===== config.mk =====
export PLATFORM = sky130hd
export DESIGN_NAME = bf_tape_arbiter_flat
export DESIGN_NICKNAME = d
export VERILOG_FILES = /design/src/rtl/bf_pkg.sv /design/src/rtl/bf_tape_arbiter_if.sv /design/src/rtl/bf_tape_clear_seq.sv /design/src/rtl/bf_tape_arbiter.sv /design/src/flat_wrapper.sv
export SDC_FILE = /design/constraint.sdc
export NUM_CORES = 1
export LEC_CHECK = 0
export CELL_PAD_IN_SITES_DETAIL_PLACEMENT = 0
export CELL_PAD_IN_SITES_GLOBAL_PLACEMENT = 1
export CORE_ASPECT_RATIO = 0.6
export CORE_MARGIN = 3
export CORE_UTILIZATION = 28
export DETAILED_ROUTE_END_ITERATION = 8
export PLACE_DENSITY_LB_ADDON = 0.1
export SLEW_MARGIN = 10
export SYNTH_ARGS = -nofsm -noshare
export SYNTH_HDL_FRONTEND = slang
export SYNTH_SLANG_ARGS = --single-unit

===== constraint.sdc =====
create_clock -name clk -period 1.6 [get_ports clk]
set_input_delay 0.16 -clock clk [delete_from_list [all_inputs] [get_ports clk]]
set_output_delay 0.16 -clock clk [all_outputs]
set_load 0.05 [all_outputs]

===== src/rtl/bf_pkg.sv =====
// -----------------------------------------------------------------------------
// bf_pkg
// Shared definitions for the tape datapath: the arbiter state encoding and the
// cell / tape address widths. The control FSM and the datapath use the same
// widths.
// -----------------------------------------------------------------------------
package bf_pkg;

    typedef enum logic {
        S_CLEAR = 1'b0,
        S_RUN   = 1'b1
    } tape_state_e;

    localparam int CELL_W      = 8;
    localparam int TAPE_ADDR_W = 8;

endpackage


===== src/rtl/bf_tape_arbiter_if.sv =====
// -----------------------------------------------------------------------------
// bf_tape_arbiter_if
// Bundles the clear handshake, the core and debug request channels and the
// tape RAM port.
//   slave  : the arbiter side (bf_tape_arbiter)
//   master : the requester / RAM side (control FSM, viewer, RAM instance)
// -----------------------------------------------------------------------------
interface bf_tape_arbiter_if
    import bf_pkg::*;
#(
    parameter int ADDR_W = TAPE_ADDR_W,
    parameter int DATA_W = CELL_W
) ();

    logic              clear_req;
    logic              clear_busy;

    logic              core_req;
    logic              core_we;
    logic [ADDR_W-1:0] core_addr;
    logic [DATA_W-1:0] core_wdata;
    logic              core_gnt;
    logic              core_rvalid;
    logic [DATA_W-1:0] core_rdata;

    logic              dbg_req;
    logic [ADDR_W-1:0] dbg_addr;
    logic              dbg_gnt;
    logic              dbg_rvalid;
    logic [DATA_W-1:0] dbg_rdata;

    logic              ram_en;
    logic              ram_we;
    logic [ADDR_W-1:0] ram_addr;
    logic [DATA_W-1:0] ram_wdata;
    logic [DATA_W-1:0] ram_rdata;

    modport slave (
        input  clear_req,
        output clear_busy,
        input  core_req, core_we, core_addr, core_wdata,
        output core_gnt, core_rvalid, core_rdata,
        input  dbg_req, dbg_addr,
        output dbg_gnt, dbg_rvalid, dbg_rdata,
        output ram_en, ram_we, ram_addr, ram_wdata,
        input  ram_rdata
    );

    modport master (
        output clear_req,
        input  clear_busy,
        output core_req, core_we, core_addr, core_wdata,
        input  core_gnt, core_rvalid, core_rdata,
        output dbg_req, dbg_addr,
        input  dbg_gnt, dbg_rvalid, dbg_rdata,
        input  ram_en, ram_we, ram_addr, ram_wdata,
        output ram_rdata
    );

endinterface


===== src/rtl/bf_tape_clear_seq.sv =====
// -----------------------------------------------------------------------------
// bf_tape_clear_seq
// Address sequencer for a memory clear: walks 0..DEPTH-1, one address per
// cycle. Comes out of reset already busy, so a clear always follows reset.
// Ports:
//   clk, reset : clock, synchronous active-high reset (restarts the sweep)
//   start      : restart the sweep from address 0
//   busy       : sweep in progress, addr is valid
//   done       : combinational, high during the cycle addr = DEPTH-1
//   addr       : current address to clear
// -----------------------------------------------------------------------------
module bf_tape_clear_seq
    import bf_pkg::*;
#(
    parameter int ADDR_W = TAPE_ADDR_W,
    parameter int DEPTH  = 256
) (
    input  logic              clk,
    input  logic              reset,
    input  logic              start,
    output logic              busy,
    output logic              done,
    output logic [ADDR_W-1:0] addr
);

    localparam logic [ADDR_W-1:0] LAST_ADDR = ADDR_W'(DEPTH - 1);

    assign done = busy && (addr == LAST_ADDR);

    always_ff @(posedge clk) begin
        if (reset || start) begin
            busy <= 1'b1;
            addr <= '0;
        end else if (busy) begin
            if (done) begin
                busy <= 1'b0;
            end else begin
                addr <= addr + 1'b1;
            end
        end
    end

endmodule


===== src/rtl/bf_tape_arbiter.sv =====
// -----------------------------------------------------------------------------
// bf_tape_arbiter
// Owns the single-port tape RAM and shares it between the execution core and
// the debug viewer. After reset, or on clear_req, the internal clear engine
// zeroes cells 0..DEPTH-1 (one per cycle) before any request is served.
// In S_RUN the core has fixed priority over debug; the grant and the RAM
// strobe are combinational in the same cycle. Read data returns one cycle
// after the grant together with the matching rvalid, then is held.
// Ports:
//   clk, reset : clock, synchronous active-high reset
//   bus        : bf_tape_arbiter_if.slave (clear, core, dbg and RAM signals)
// Optional build macro:
//   BF_DBG_STARVE_GUARD_EN : after STARVE_LIMIT consecutive core grants while
//                            dbg waits, dbg wins one cycle.
// -----------------------------------------------------------------------------
module bf_tape_arbiter
    import bf_pkg::*;
#(
    parameter int ADDR_W       = TAPE_ADDR_W,
    parameter int DATA_W       = CELL_W,
    parameter int DEPTH        = 256,
    parameter int STARVE_LIMIT = 4
) (
    input  logic                  clk,
    input  logic                  reset,
    bf_tape_arbiter_if.slave      bus
);

    if (DEPTH < 1 || DEPTH > (1 << ADDR_W) || STARVE_LIMIT < 0) begin : g_bad_param
        $error("bf_tape_arbiter: DEPTH or STARVE_LIMIT out of range");
    end

    tape_state_e       state;
    logic              run;
    logic              clr_start;
    logic              clr_busy;
    logic              clr_done;
    logic [ADDR_W-1:0] clr_addr;
    logic              core_win;
    logic              dbg_win;
    logic              dbg_force;
    logic              core_vld_p1;
    logic              dbg_vld_p1;
    logic [DATA_W-1:0] core_hold;
    logic [DATA_W-1:0] dbg_hold;

    assign run       = (state == S_RUN);
    assign clr_start = run && bus.clear_req;

    bf_tape_clear_seq #(
        .ADDR_W (ADDR_W),
        .DEPTH  (DEPTH)
    ) u_clear (
        .clk    (clk),
        .reset  (reset),
        .start  (clr_start),
        .busy   (clr_busy),
        .done   (clr_done),
        .addr   (clr_addr)
    );

`ifdef BF_DBG_STARVE_GUARD_EN
    localparam int CNT_W = (STARVE_LIMIT < 1) ? 1 : $clog2(STARVE_LIMIT + 1);

    logic [CNT_W-1:0] starve_cnt;

    assign dbg_force = bus.core_req && bus.dbg_req &&
                       (starve_cnt == CNT_W'(STARVE_LIMIT));

    // Counts core grants taken while dbg is waiting; any dbg grant or dbg
    // dropping its request ends the streak.
    always_ff @(posedge clk) begin
        if (reset || !run || clr_start) begin
            starve_cnt <= '0;
        end else if (dbg_win || !bus.dbg_req) begin
            starve_cnt <= '0;
        end else if (core_win) begin
            starve_cnt <= starve_cnt + 1'b1;
        end
    end
`else
    assign dbg_force = 1'b0;
`endif

    assign core_win = run && bus.core_req && !dbg_force;
    assign dbg_win  = run && bus.dbg_req && !core_win;

    assign bus.core_gnt   = core_win;
    assign bus.dbg_gnt    = dbg_win;
    assign bus.clear_busy = clr_busy;

    always_comb begin
        bus.ram_en    = 1'b0;
        bus.ram_we    = 1'b0;
        bus.ram_addr  = '0;
        bus.ram_wdata = '0;
        if (!run) begin
            bus.ram_en   = 1'b1;
            bus.ram_we   = 1'b1;
            bus.ram_addr = clr_addr;
        end else if (core_win) begin
            bus.ram_en    = 1'b1;
            bus.ram_we    = bus.core_we;
            bus.ram_addr  = bus.core_addr;
            bus.ram_wdata = bus.core_we ? bus.core_wdata : '0;
        end else if (dbg_win) begin
            bus.ram_en   = 1'b1;
            bus.ram_addr = bus.dbg_addr;
        end
    end

    // ---- stage p1: RAM output register valid, forward it and hold it ----
    assign bus.core_rvalid = core_vld_p1;
    assign bus.dbg_rvalid  = dbg_vld_p1;
    assign bus.core_rdata  = core_vld_p1 ? bus.ram_rdata : core_hold;
    assign bus.dbg_rdata   = dbg_vld_p1  ? bus.ram_rdata : dbg_hold;

    always_ff @(posedge clk) begin
        if (reset) begin
            state       <= S_CLEAR;
            core_vld_p1 <= 1'b0;
            dbg_vld_p1  <= 1'b0;
            core_hold   <= '0;
            dbg_hold    <= '0;
        end else begin
            case (state)
                S_CLEAR: if (clr_done)      state <= S_RUN;
                S_RUN:   if (bus.clear_req) state <= S_CLEAR;
                default:                    state <= S_CLEAR;
            endcase
            // A read granted in the cycle clear_req arrives still returns.
            core_vld_p1 <= core_win && !bus.core_we;
            dbg_vld_p1  <= dbg_win;
            if (core_vld_p1) core_hold <= bus.ram_rdata;
            if (dbg_vld_p1)  dbg_hold  <= bus.ram_rdata;
        end
    end

endmodule

===== src/flat_wrapper.sv =====
// flat-port wrapper written by rule: the top's interface ports become plain ports
module bf_tape_arbiter_flat import bf_pkg::*;
#(
    parameter int ADDR_W       = TAPE_ADDR_W,
    parameter int DATA_W       = CELL_W,
    parameter int DEPTH        = 256,
    parameter int STARVE_LIMIT = 4
)
  (clk, reset, bus_clear_req, bus_clear_busy, bus_core_req, bus_core_we, bus_core_addr, bus_core_wdata, bus_core_gnt, bus_core_rvalid, bus_core_rdata, bus_dbg_req, bus_dbg_addr, bus_dbg_gnt, bus_dbg_rvalid, bus_dbg_rdata, bus_ram_en, bus_ram_we, bus_ram_addr, bus_ram_wdata, bus_ram_rdata);
  bf_tape_arbiter_if #(.ADDR_W(ADDR_W), .DATA_W(DATA_W)) bus_i ();
  input  logic clk;
  input  logic reset;
  input wire logic [$bits(bus_i.clear_req)-1:0] bus_clear_req;
  output wire logic [$bits(bus_i.clear_busy)-1:0] bus_clear_busy;
  input wire logic [$bits(bus_i.core_req)-1:0] bus_core_req;
  input wire logic [$bits(bus_i.core_we)-1:0] bus_core_we;
  input wire logic [$bits(bus_i.core_addr)-1:0] bus_core_addr;
  input wire logic [$bits(bus_i.core_wdata)-1:0] bus_core_wdata;
  output wire logic [$bits(bus_i.core_gnt)-1:0] bus_core_gnt;
  output wire logic [$bits(bus_i.core_rvalid)-1:0] bus_core_rvalid;
  output wire logic [$bits(bus_i.core_rdata)-1:0] bus_core_rdata;
  input wire logic [$bits(bus_i.dbg_req)-1:0] bus_dbg_req;
  input wire logic [$bits(bus_i.dbg_addr)-1:0] bus_dbg_addr;
  output wire logic [$bits(bus_i.dbg_gnt)-1:0] bus_dbg_gnt;
  output wire logic [$bits(bus_i.dbg_rvalid)-1:0] bus_dbg_rvalid;
  output wire logic [$bits(bus_i.dbg_rdata)-1:0] bus_dbg_rdata;
  output wire logic [$bits(bus_i.ram_en)-1:0] bus_ram_en;
  output wire logic [$bits(bus_i.ram_we)-1:0] bus_ram_we;
  output wire logic [$bits(bus_i.ram_addr)-1:0] bus_ram_addr;
  output wire logic [$bits(bus_i.ram_wdata)-1:0] bus_ram_wdata;
  input wire logic [$bits(bus_i.ram_rdata)-1:0] bus_ram_rdata;
  assign bus_i.clear_req = bus_clear_req;
  assign bus_clear_busy = bus_i.clear_busy;
  assign bus_i.core_req = bus_core_req;
  assign bus_i.core_we = bus_core_we;
  assign bus_i.core_addr = bus_core_addr;
  assign bus_i.core_wdata = bus_core_wdata;
  assign bus_core_gnt = bus_i.core_gnt;
  assign bus_core_rvalid = bus_i.core_rvalid;
  assign bus_core_rdata = bus_i.core_rdata;
  assign bus_i.dbg_req = bus_dbg_req;
  assign bus_i.dbg_addr = bus_dbg_addr;
  assign bus_dbg_gnt = bus_i.dbg_gnt;
  assign bus_dbg_rvalid = bus_i.dbg_rvalid;
  assign bus_dbg_rdata = bus_i.dbg_rdata;
  assign bus_ram_en = bus_i.ram_en;
  assign bus_ram_we = bus_i.ram_we;
  assign bus_ram_addr = bus_i.ram_addr;
  assign bus_ram_wdata = bus_i.ram_wdata;
  assign bus_i.ram_rdata = bus_ram_rdata;
  bf_tape_arbiter #(.ADDR_W(ADDR_W), .DATA_W(DATA_W), .DEPTH(DEPTH), .STARVE_LIMIT(STARVE_LIMIT)) u_core (.clk(clk), .reset(reset), .bus(bus_i));
endmodule

* Word level (Yosys, flattened, before mapping)
Index checks and enable logic that the tools add are counted.
** Cells by class
- Add/sub/neg operators :: 1
- Eq/ne operators :: 1
- Muxes and demuxes :: 18
- Bitwise operators :: 2
- Reductions and logical operators :: 10
** Operators with widths (number)
- $mux W8 :: 8
- $mux W1 :: 9
- $add A8 B1 Y8 const B :: 1
- $eq A8 B8 Y1 const B :: 1
- $logic_and A1 B1 Y1 :: 6
- $logic_not A1 Y1 :: 2
- $not A1 Y1 :: 2
- $pmux W1 S2 :: 1
- $reduce_and A2 Y1 :: 1
- $logic_or A1 B1 Y1 :: 1
** Word-level totals
- Bits in registers :: 28
- Bits of input ports :: 38
- Output and inout bits :: 39
- Logic and storage cells :: 39

* Longest topological paths before layout
Gate-level depths: netlist of run 1.
- Depth in word-level cells :: 6
- Depth in mapped cells :: 5

* By module
Synthesis of run 1 repeated with hierarchy kept, for this count alone.
** Unflattened totals
- Cells, all modules :: 162
- Area, all modules :: 1534.0 µm²
** By module, submodules not included
- bf_tape_arbiter :: instances 1, cells an instance 111, area each 1073.5 µm², seq. area each 380.4 µm²
- bf_tape_clear_seq :: instances 1, cells an instance 51, area each 460.4 µm², seq. area each 180.2 µm²

* Worst setup path before layout of run 1
OpenSTA, ideal clock, no wires.
- Kind :: flip-flop to output port
- Start point :: reg u_core.state, in the netlist u_core.run
- End point :: out bus_ram_addr[6]
- Arrival time :: 1.546 ns
- Data required time :: 1.440 ns
- Setup slack :: -0.106 ns
- Stages on the path, launching flop included :: 5
- Path through :: dfxtp_1 -> buf_2 -> buf_2 -> nor2_1 -> a21oi_1
** Between the ends
- Word-level cells in the longest chain between the ends :: 6
- Elaborated cells between the ends (all ways) :: 7
- Those cells by class :: mux: 3; reduce/logical: 4
** RTL lines
- start: declaration :: RTL line bf_tape_arbiter.sv:33 : tape_state_e state;
- start signal: assignment :: RTL line bf_tape_arbiter.sv:120 : state <= S_CLEAR;
- start signal: assignment :: RTL line bf_tape_arbiter.sv:127 : S_CLEAR: if (clr_done) state <= S_RUN;
- start signal: assignment :: RTL line bf_tape_arbiter.sv:128 : S_RUN: if (bus.clear_req) state <= S_CLEAR;
- $logic_and A1 B1 Y1 :: RTL line bf_tape_arbiter.sv:85 : assign core_win = run && bus.core_req && !dbg_force;
- $logic_not A1 Y1 :: RTL line bf_tape_arbiter.sv:86 : assign dbg_win = run && bus.dbg_req && !core_win;
- $logic_and A1 B1 Y1 :: RTL line bf_tape_arbiter.sv:86
- $mux W8 :: RTL line bf_tape_arbiter.sv:106 : end else if (dbg_win) begin
- $mux W8 :: RTL line bf_tape_arbiter.sv:101 : end else if (core_win) begin
- $mux W8 (*) :: RTL line bf_tape_arbiter.sv:97 : if (!run) begin
- end: declaration :: RTL line flat_wrapper.sv:29 : output wire logic [$bits(bus_i.ram_addr)-1:0] bus_ram_addr;
Every way passes the cells marked *; elsewhere a longest branch is shown, timed or not.

* Worst setup path after layout of run 1
- Start point :: in bus_dbg_req
- End point :: out bus_ram_addr[5]
** Between the ends
- Word-level cells in the longest chain between the ends :: 5
** RTL lines
- start: declaration :: RTL line flat_wrapper.sv:22 : input wire logic [$bits(bus_i.dbg_req)-1:0] bus_dbg_req;
- $logic_and A1 B1 Y1 (2 in a row) :: RTL line bf_tape_arbiter.sv:86
- $mux W8 :: RTL line bf_tape_arbiter.sv:106
- $mux W8 :: RTL line bf_tape_arbiter.sv:101
- $mux W8 :: RTL line bf_tape_arbiter.sv:97
No other way between the ends.

==> results of run 1 <==
[worst max-delay path, cell delays in order]
cell and delay (ns):
clkdlybuf4s50_1 0.48, nor2b_1 0.13, buf_4 0.16, a22oi_1 0.09
a21oi_2 0.22, buf_12 0.16
[Yosys cell counts (all sizes together) (3+ instances only)]
library cell  count  share of area [%]
a21oi            12                4.1
a22oi             8                4.1
and2              9                3.9
and3              3                1.6
buf               8                4.1
clkbuf            4                1.1
dfxtp            28                 39
mux2             16                 12
mux2i             3                2.1
nand2             7                1.8
nand2b            4                1.7
nand4             3                1.3
nor2              9                2.3
nor2b            18                7.8
[routing by layer]
layer,global-route usage (%),part of all wire [%]
met1,19.7,43
met2,23.0,45
met3,6.47,12
met4,1.75,0.43
met5,0,0
[worst max path at each step]
stage	slack, ns	from	endpoint
2_1_floorplan	-0.11	u_core.run	bus_ram_addr[6]
3_3_place_gp	0.02	bus_dbg_req	bus_ram_addr[2]
3_5_place_dp	-0.002	bus_dbg_req	bus_ram_addr[0]
4_1_cts	0.006	bus_dbg_req	bus_ram_addr[5]
5_1_grt	0.0007	bus_dbg_req	bus_ram_addr[0]
6_report	0.04	bus_dbg_req	bus_ram_addr[5]
[sequential cells by signal, summed over array words and instances (netlist names)]
| name | cells |
|---|---|
| u_core.dbg_hold | 8 |
| u_core.run | 1 |
| u_core.bus.core_rvalid | 1 |
| u_core.core_hold | 8 |
| u_core.bus.dbg_rvalid | 1 |
| u_core.u_clear.addr | 8 |
| u_core.u_clear.busy | 1 |
[power groups by stage]
stage	Clock (mW)	Combinational, mW	Sequential, mW
2_1_floorplan	0	0.0805	0.725
3_3_place_gp	0	0.216	0.730
3_5_place_dp	0	0.220	0.730
4_1_cts	0.452	0.222	0.714
5_1_grt	0.480	0.244	0.716
6_report	0.437	0.226	0.714
[cells by family (layout without fill, tap and decap cells)]
kind of cell    Yosys count  in the layout  synth area share (%)
simple gates             62             62                  24.7
compound gates           32             32                  15.5
flops                    28             28                  38.7
mux                      19             19                  14.5
buf+inv                  14             90                  5.70
fa+ha+maj                 1              1                 0.863
[stage by stage]
stage,utilization [%],setup TNS (ns),hold WS (ns)
floorplan,-,-0.211,0.229
global placement,54.8,0,0.505
detailed placement,54.8,-0.00217,0.523
CTS,56.0,0,0.453
global route,56.6,0,0.475
finish,56.6,0,0.458
[final cells by class]
type	count	area, um^2	area share [%]
Timing Repair Buffer	84	1160	42.9
Sequential cell	28	564	20.9
Multi-Input combinational cell	114	837	31.0
Tap cell	63	78.8	2.92
Inverter	2	7.51	0.278
Clock buffer	4	55.1	2.04
[placed cells by master, fill, tap and decap left out, drive strengths merged, types with 4 or more instances in the layout]
cell	instances
a21oi	12
a22oi	8
and2	9
buf	47
clkbuf	4
clkdlybuf4s50	37
dfxtp	28
mux2	16
nand2	7
nand2b	4
nor2	9
nor2b	18
[timing repair]
action | 4_1_cts | 5_1_grt
gates resized for setup | 2 | 8
endpoints found under the setup margin | 13 | 16
pin swaps | 0 | 0
==> run_results.csv, run 1 <==
group,metric,value,unit
worst_setup_path,arrival,1.40,ns
finish,fillers,411,
sta,finalHoldViolations,0,
clocking,clk_latency,0.27,ns
clocking,cts_buffer_depth,2,
sta,min_period,1.56,ns
worst_setup_path,worstPathRequired,1.44,ns
clocking,root_buffer,"clkbuf_8",
synth,ys_seq_area_share,38.7,%
worst_setup_path,reg2reg_from,"u_core.u_clear.addr[0]",
worst_setup_path,critPathMaxFanout,8,
sta,final.setup.worst_slack,0.0408,ns
floorplanning,core,4780,um^2
run,max-cap-violations,0,
hold_path,holdCritPathClass,"in2reg",
power,powerDensity,509,nW/um^2
sta,maxSlewHeadroom,80.0,%
placement,dp_cells,291,
floorplanning,initial_utilization,30.3,%
worst_setup_path,critical_path_class,"in2out",
clocking,cts_tree,"done",
power,combPwrFrac,16.4,%
placement,place_area,2620,um^2
synth,synth_edf_count,0,
floorplanning,die_h,61.7,um
worst_setup_path,reg2reg_to,"u_core.u_clear.addr[2]",
finish,layout.nets,272,
worst_setup_path,rr_worst_depth,4,
power,p_seq_share,51.9,%
global_route,overflow,0,
sta,tightestPinTransition,0.300,ns
hold_path,worst_hold_path.endpoint,"u_core.bus.core_rvalid",
finish,stdcell_area,2700,um^2
drt,vias,1420,
sta,setup_viol,0,
drt,wl,4.39,mm
sta,period_share,97.4,%
floorplanning,rows,19,
drt,final_antenna_net_count,0,
run_status,outcome,"finished clean",
power,ir_drop,0.356,mV
power,p_switching,320,uW
drt,drc,0,
floorplanning,die_area,6100,um^2
worst_setup_path,crit_path_end_kind,"output port",
sta,finalClockSkew,0.000785,ns
power,clkPwrFrac,31.7,%
sta,fmax,641,MHz
clocking,clkSinkCount,28,
floorplanning,fp.dieW,98.9,um
placement,port_buffers,76,
hold_path,whs_path_depth,2,
clocking,htree_levels,1,
finish,drive_above_1_share,35.8,%
clocking,cts_made_buffers,3,
drt,post_drt_via_cell_ratio,4.81,
drt,wire_per_inst,14.9,um
floorplanning,ios,77,
drt,drtIter0Drc,47,
synth,syn-num-nets,195,
clocking,path_clk_slew,0.09,ns
worst_setup_path,startpoint_type,"primary input",
synth,async_flop_share,0,%
clocking,postCtsHoldBufs,0,
power,intPower,1.06,mW
sta,rsz0062_at_grt,"false",
placement,preCtsSetupSlack,-0.00217,ns
global_route,grt_first_pass_wirelength,7.18,mm
synth,syn_area,1450,um^2
hold_path,holdCritStartpoint,"bus_core_we",
power,cellLeakagePower,1.06,nW
global_route,grt_max_degree,19,
placement,place.gp.congestion,0.775,
global_route,track_usage,14.7,%
global_route,antenna_found_initial,0,
worst_setup_path,reg2reg_slack,0.17,ns
synth,syn_inst,156,
power,total_power,1.38,mW
global_route,grt_pass1_vias,1455,
synth,ys_ff_latch,28,
clocking,cts_setup_buffers,0,
placement,dp.final_hpwl,3.57,mm
synth,synth_cell_type_count,35,
synth,yosys_warnings,0,
finish,areaGrowthSynthToFinish,86.6,%
finish,layout.cells.non_filler,295,
drt,first_pass_iters,4,
power,p_sw_share,23.2,%
finish,num_antenna_cells,0,
synth,dominantRegCellSynth,"dfxtp_1",
sta,slew_viol_final,0,
synth,syn_avg_cell_area,9.29,um^2
Power figures use the tool's default switching activity.
==> run 2: changes to the inputs <==
--- a/config.mk
+++ b/config.mk
@@ -16,3 +16,4 @@
 export SYNTH_ARGS = -nofsm -noshare
 export SYNTH_HDL_FRONTEND = slang
 export SYNTH_SLANG_ARGS = --single-unit
+export TNS_END_PERCENT = 20
==> run 2 against run 1 <==
Against the previous run:
- critical path depth down 2
- sequential cell count unchanged
- final area decreased by 2.7%
- total power down 4.6%
- clock power decreased by 15%
- global-route usage decreased by 0.30 points
- largest power group unchanged
==> run_results.csv, run 2 (synthesis results as in run 1) <==
group,metric,value,unit
run_status,outcome,"finished clean",
sta,finalHoldViolations,0,
floorplanning,fp.dieW,98.9,um
sta,finalClockSkew,0.00151,ns
sta,fmax,630,MHz
hold_path,holdCritPathClass,"in2reg",
sta,tightestPinTransition,0.292,ns
global_route,use_met2,23.8,%
global_route,grt_first_pass_wirelength,6.98,mm
finish,layout.cells.non_filler,296,
floorplanning,ios,77,
floorplanning,die_h,61.7,um
finish,fillers,406,
worst_setup_path,startpoint_type,"primary input",
worst_setup_path,arrival,1.43,ns
finish,final_common_cell,"clkdlybuf4s50_1",
floorplanning,initial_utilization,30.3,%
clocking,path_clk_slew,0.09,ns
global_route,busiest_layer,"met2",
worst_setup_path,crit_path_end_kind,"output port",
clocking,root_buffer,"clkbuf_8",
global_route,antenna_found_initial,0,
drt,wl,4.42,mm
global_route,track_usage,14.4,%
clocking,htree_levels,1,
power,total_power,1.31,mW
clocking,cts_buffer_depth,2,
global_route,use_met3,6.35,%
global_route,met1_usage,18.0,%
power,cellLeakagePower,1.06,nW
clocking,clkSinkCount,28,
global_route,overflow,0,
finish,layout.nets,274,
sta,maxSlewHeadroom,80.3,%
global_route,grt_max_degree,19,
finish,num_antenna_cells,0,
floorplanning,die_area,6100,um^2
finish,areaGrowthSynthToFinish,81.6,%
power,powerDensity,499,nW/um^2
power,ir_drop,0.353,mV
global_route,grt_pass1_vias,1430,
drt,final_antenna_net_count,0,
clocking,cts_made_buffers,3,
placement,place.gp.congestion,0.801,
finish,mostFrequentLayoutCells,"clkdlybuf4s50_1 (36), buf_12 (28), dfxtp_1 (25)",
clocking,cts_tree,"done",
worst_setup_path,worstPathRequired,1.44,ns
placement,port_buffers,76,
drt,wire_per_inst,14.9,um
sta,setup_viol,0,
placement,dp.final_hpwl,3.59,mm
clocking,clk_latency,0.27,ns
sta,hold_ws,0.501,ns
clocking,cts_setup_buffers,0,
drt,drtIter0Drc,42,
finish,drive_above_1_share,36.5,%
sta,final.setup.worst_slack,0.0116,ns
placement,dp_cells,293,
drt,first_pass_iters,4,
sta,period_share,99.3,%
sta,min_period,1.59,ns
sta,rsz0062_at_grt,"true",
sta,slew_viol_final,0,
worst_setup_path,reg2reg_slack,0.14,ns
drt,drc,0,
floorplanning,rows,19,
worst_setup_path,critPathMaxFanout,11,
drt,vias,1434,
worst_setup_path,critical_path_class,"in2out",
placement,preCtsSetupSlack,-0.0192,ns
floorplanning,core,4780,um^2
run,max-cap-violations,0,
drt,post_drt_via_cell_ratio,4.84,
finish,reg_top3,"u_core.core_hold x8, u_core.dbg_hold x8, u_core.u_clear.addr x8",
## run 2: cell type report
cell class,instances,area (um^2),share of cell area (%)
clock buffer,3,41.3,1.57
inverter,2,7.51,0.285
multi-input combinational,114,845,32.1
sequential,28,564,21.4
tap,63,78.8,3.00
timing repair buffer,86,1090,41.6
## run 2: where the power goes
group,switching (mW),internal [mW],total (mW)
Sequential,0.0109,0.703,0.714
Combinational,0.0934,0.136,0.229
Clock,0.201,0.169,0.370
Total,0.305,1.01,1.31
## run 2: final timing paths
path,cells after the start,to,from
worst min register to register,2,u_core.u_clear.addr[1],u_core.u_clear.addr[1]
worst min-delay path,2,u_core.bus.core_rvalid,bus_core_we
worst max-delay path,4,bus_ram_en,bus_core_req
worst max register to register,4,u_core.u_clear.addr[2],u_core.u_clear.addr[0]
## run 2: routing by layer
| layer | vias to the layer above | share of wire (%) |
|---|---|---|
| met5 | - | 0 |
| met4 | 0 | 0.75 |
| met3 | 2 | 12 |
| met2 | 68 | 44 |
| met1 | 657 | 43 |
| li1 | 707 | - |
## run 2: metrics by stage
step | instance area, um^2 | TNS (ns) | utilization, %
2_1_floorplan | 1450 | -0.617 | -
3_3_place_gp | 2540 | 0 | 53.2
3_5_place_dp | 2540 | -0.0630 | 53.2
4_1_cts | 2610 | 0 | 54.5
5_1_grt | 2630 | -0.0200 | 55.1
6_report | 2630 | 0 | 55.1
## run 2: worst max-delay path, cell delays in order
cell	delay, ns
clkdlybuf4s50_1	0.48
buf_4	0.21
or3b_1	0.38
buf_4	0.20
## run 2: what timing repair did
| item | in CTS | in global routing |
|---|---|---|
| hold buffers | 0 | 0 |
| endpoints found under the setup margin | 25 | 17 |
| pin swaps | 0 | 3 |
| resized for setup | 7 | 8 |
==> run 3: changes to the inputs <==
--- a/config.mk
+++ b/config.mk
@@ -9,11 +9,12 @@
 export CELL_PAD_IN_SITES_GLOBAL_PLACEMENT = 1
 export CORE_ASPECT_RATIO = 0.6
 export CORE_MARGIN = 3
-export CORE_UTILIZATION = 28
+export CORE_UTILIZATION = 29
 export DETAILED_ROUTE_END_ITERATION = 8
 export PLACE_DENSITY_LB_ADDON = 0.1
 export SLEW_MARGIN = 10
 export SYNTH_ARGS = -nofsm -noshare
 export SYNTH_HDL_FRONTEND = slang
+export SYNTH_HIERARCHICAL = 1
 export SYNTH_SLANG_ARGS = --single-unit
 export TNS_END_PERCENT = 20
==> run 3 against run 2 <==
Against the previous run:
- global-route usage up 0.34 points
- register-to-register slack better by 0.03 ns
- area after synthesis up 5.9%
- first-iteration DRC count down 12%
- clock power up 49%
- critical path depth up 1
- sequential cell count unchanged
- combinational power down 2%
- die area up 2.0%
- critical path type unchanged
- largest power group unchanged
- highest routed layer unchanged
==> run_results.csv, run 3 <==
group,metric,value,unit
synth,syn_area,1530,um^2
worst_setup_path,reg2reg_from,"u_core/u_clear/addr[0]",
clocking,clkSinkCount,28,
clocking,cts_made_buffers,3,
clocking,path_clk_slew,0.09,ns
worst_setup_path,reg2reg_slack,0.17,ns
synth,syn_inst,162,
clocking,root_buffer,"clkbuf_8",
placement,place.gp.congestion,0.743,
sta,final.setup.worst_slack,0.0434,ns
placement,port_buffers,76,
hold_path,worst_hold_path.endpoint,"u_core/bus.core_rvalid",
placement,preCtsSetupSlack,0.0221,ns
synth,ys_seq_area_share,36.5,%
synth,yosys_warnings,6,
finish,reg_top3,"u_core/core_hold x8, u_core/dbg_hold x8, u_core/u_clear/addr x8",
worst_setup_path,critPathMaxFanout,14,
synth,syn_avg_cell_area,9.47,um^2
sta,slew_viol_final,0,
synth,synth_edf_count,0,
sta,setup_tns,0,ns
clocking,cts_buffer_depth,2,
hold_path,holdCritPathClass,"in2reg",
drt,vias,1440,
worst_setup_path,arrival,1.40,ns
synth,dominantRegCellSynth,"dfxtp_1",
global_route,grt_max_degree,20,
sta,maxSlewHeadroom,76.0,%
floorplanning,fp.dieW,99.9,um
synth,yosys.area.top_type,"dfxtp_1",
synth,synth.area.top_cells,"dfxtp_1 (37%), mux2_4 (16%), nor2b_1 (6.9%)",
floorplanning,initial_utilization,31.8,%
synth,synthMuxAreaShare,17.0,%
synth,syn-num-nets,201,
worst_setup_path,worstPathRequired,1.44,ns
sta,tightestPinTransition,0.360,ns
finish,mostFrequentLayoutCells,"buf_12 (38), clkdlybuf4s50_1 (36), dfxtp_1 (27)",
finish,drive_above_1_share,34.0,%
hold_path,holdCritStartpoint,"bus_core_we",
clocking,htree_levels,1,
floorplanning,die_h,62.3,um
clocking,cts_setup_buffers,0,
finish,seqCellArea,564,um^2
floorplanning,ios,77,
synth,async_flop_share,0,%
power,ir_drop,0.381,mV
placement,dp.final_hpwl,3.65,mm
drt,wire_per_inst,15.4,um
synth,synthAdderAreaFrac,0.816,%
drt,final_antenna_net_count,0,
sta,finalClockSkew,0.00624,ns
floorplanning,rows,19,
drt,wl,4.68,mm
synth,synth_common_cells,"dfxtp_1 (28), nand2_1 (17), nor2b_1 (17)",
global_route,grt_pass1_vias,1484,
placement,dp_cells,300,
global_route,grt_first_pass_wirelength,7.51,mm
drt,first_pass_iters,4,
finish,layout.nets,281,
global_route,antenna_found_initial,0,
placement,place_area,2740,um^2
synth,synth_top_area_share,36.5,%
drt,drtIter0Drc,37,
synth,yosys.area_share.xor_xnor,0,%
sta,finalHoldViolations,0,
worst_setup_path,reg2reg_to,"u_core/u_clear/addr[5]",
synth,yosys.area_share.simple,30.3,%
power,powerDensity,517,nW/um^2
finish,fillers,373,
run_status,outcome,"finished clean",
global_route,overflow,0,
finish,multi_input_area,961,um^2
finish,num_antenna_cells,0,
power,cellLeakagePower,1.11,nW
hold_path,whs_path_depth,2,
sta,setup_viol,0,
floorplanning,core,4830,um^2
finish,layout.cells.non_filler,304,
sta,fmax,642,MHz
global_route,track_usage,14.8,%
sta,min_period,1.56,ns
clocking,postCtsHoldBufs,0,
sta,hold_ws,0.485,ns
worst_setup_path,crit_path_end_kind,"output port",
synth,synth_cell_type_count,34,
synth,synth_compound_area_share,10.7,%
worst_setup_path,startpoint_type,"primary input",
floorplanning,die_area,6230,um^2
synth,synth_top_family_by_area,"simple AND/OR/NAND/NOR gates",
synth,ys_ff_latch,28,
drt,post_drt_via_cell_ratio,4.74,
drt,drc,0,
clocking,clk_latency,0.27,ns
clocking,cts_tree,"done",
sta,period_share,97.3,%
finish,final_common_cell,"buf_12",
worst_setup_path,critical_path_class,"in2out",
finish,areaGrowthSynthToFinish,87.8,%
synth,synth_most_common_cell,"dfxtp_1",
worst_setup_path,rr_worst_depth,4,
finish,stdcell_area,2880,um^2
run,max-cap-violations,0,
## run 3: per-stage QoR
stage          utilization (%)  power, mW
2_1_floorplan                -      0.797
3_3_place_gp              56.8      0.939
3_5_place_dp              56.8      0.944
4_1_cts                   58.3       1.50
5_1_grt                   59.7       1.56
6_report                  59.7       1.49
## run 3: final cells by class
| cell class | count | area share, % |
|---|---|---|
| Clock inverter | 1 | 1.04 |
| Timing Repair Buffer | 84 | 41.7 |
| Tap cell | 63 | 2.74 |
| Sequential cell | 28 | 19.6 |
| Clock buffer | 3 | 1.43 |
| Multi-Input combinational cell | 124 | 33.4 |
| Inverter | 1 | 0.130 |
## run 3: repair_timing
action | in CTS | in global routing
cloned | 0 | 0
gates resized for setup | 1 | 12
endpoints found under the hold margin | 0 | 0
setup endpoints to repair | 17 | 16
## run 3: worst max path at each step
stage / slack (ns) / from / cells past startpoint / end
5_1_grt: -0.02 / bus_core_req / 5 / bus_ram_addr[6]
4_1_cts: 0.006 / u_core/run / 4 / bus_ram_addr[7]
3_5_place_dp: 0.02 / bus_dbg_req / 4 / bus_ram_addr[6]
6_report: 0.04 / bus_core_req / 5 / bus_ram_addr[6]
2_1_floorplan: 0.02 / u_core/run / 3 / bus_ram_addr[0]
3_3_place_gp: 0.03 / bus_dbg_req / 4 / bus_ram_addr[6]
## run 3: worst max-delay path: stages
cell and delay, ns:
clkdlybuf4s50_1 0.42, buf_4 0.18, nand3b_1 0.19, a31oi_2 0.27, buf_12 0.17
## run 3: layer usage
layer | GRT usage, % | vias to the layer above | part of all wire (%)
met1 | 19.8 | 640 | 44
li1 | - | 724 | -
met2 | 21.6 | 74 | 43
met3 | 7.27 | 2 | 13
met4 | 2.56 | 0 | 0.28
met5 | 0 | - | 0
## run 3: power breakdown
part / switching [mW] / total (mW) / internal (mW)
Combinational: 0.0927 / 0.224 / 0.131
Sequential: 0.0104 / 0.712 / 0.701
Clock: 0.218 / 0.553 / 0.335
Total: 0.321 / 1.49 / 1.17
## run 3: cells by family after synthesis
kind of cell | after synthesis
buffers and inverters | 10
AO/OA/AOI/OAI | 24
adder cells (fa/ha/maj) | 1
AND/OR/NAND/NOR | 81
flip-flops | 28
multiplexers | 18
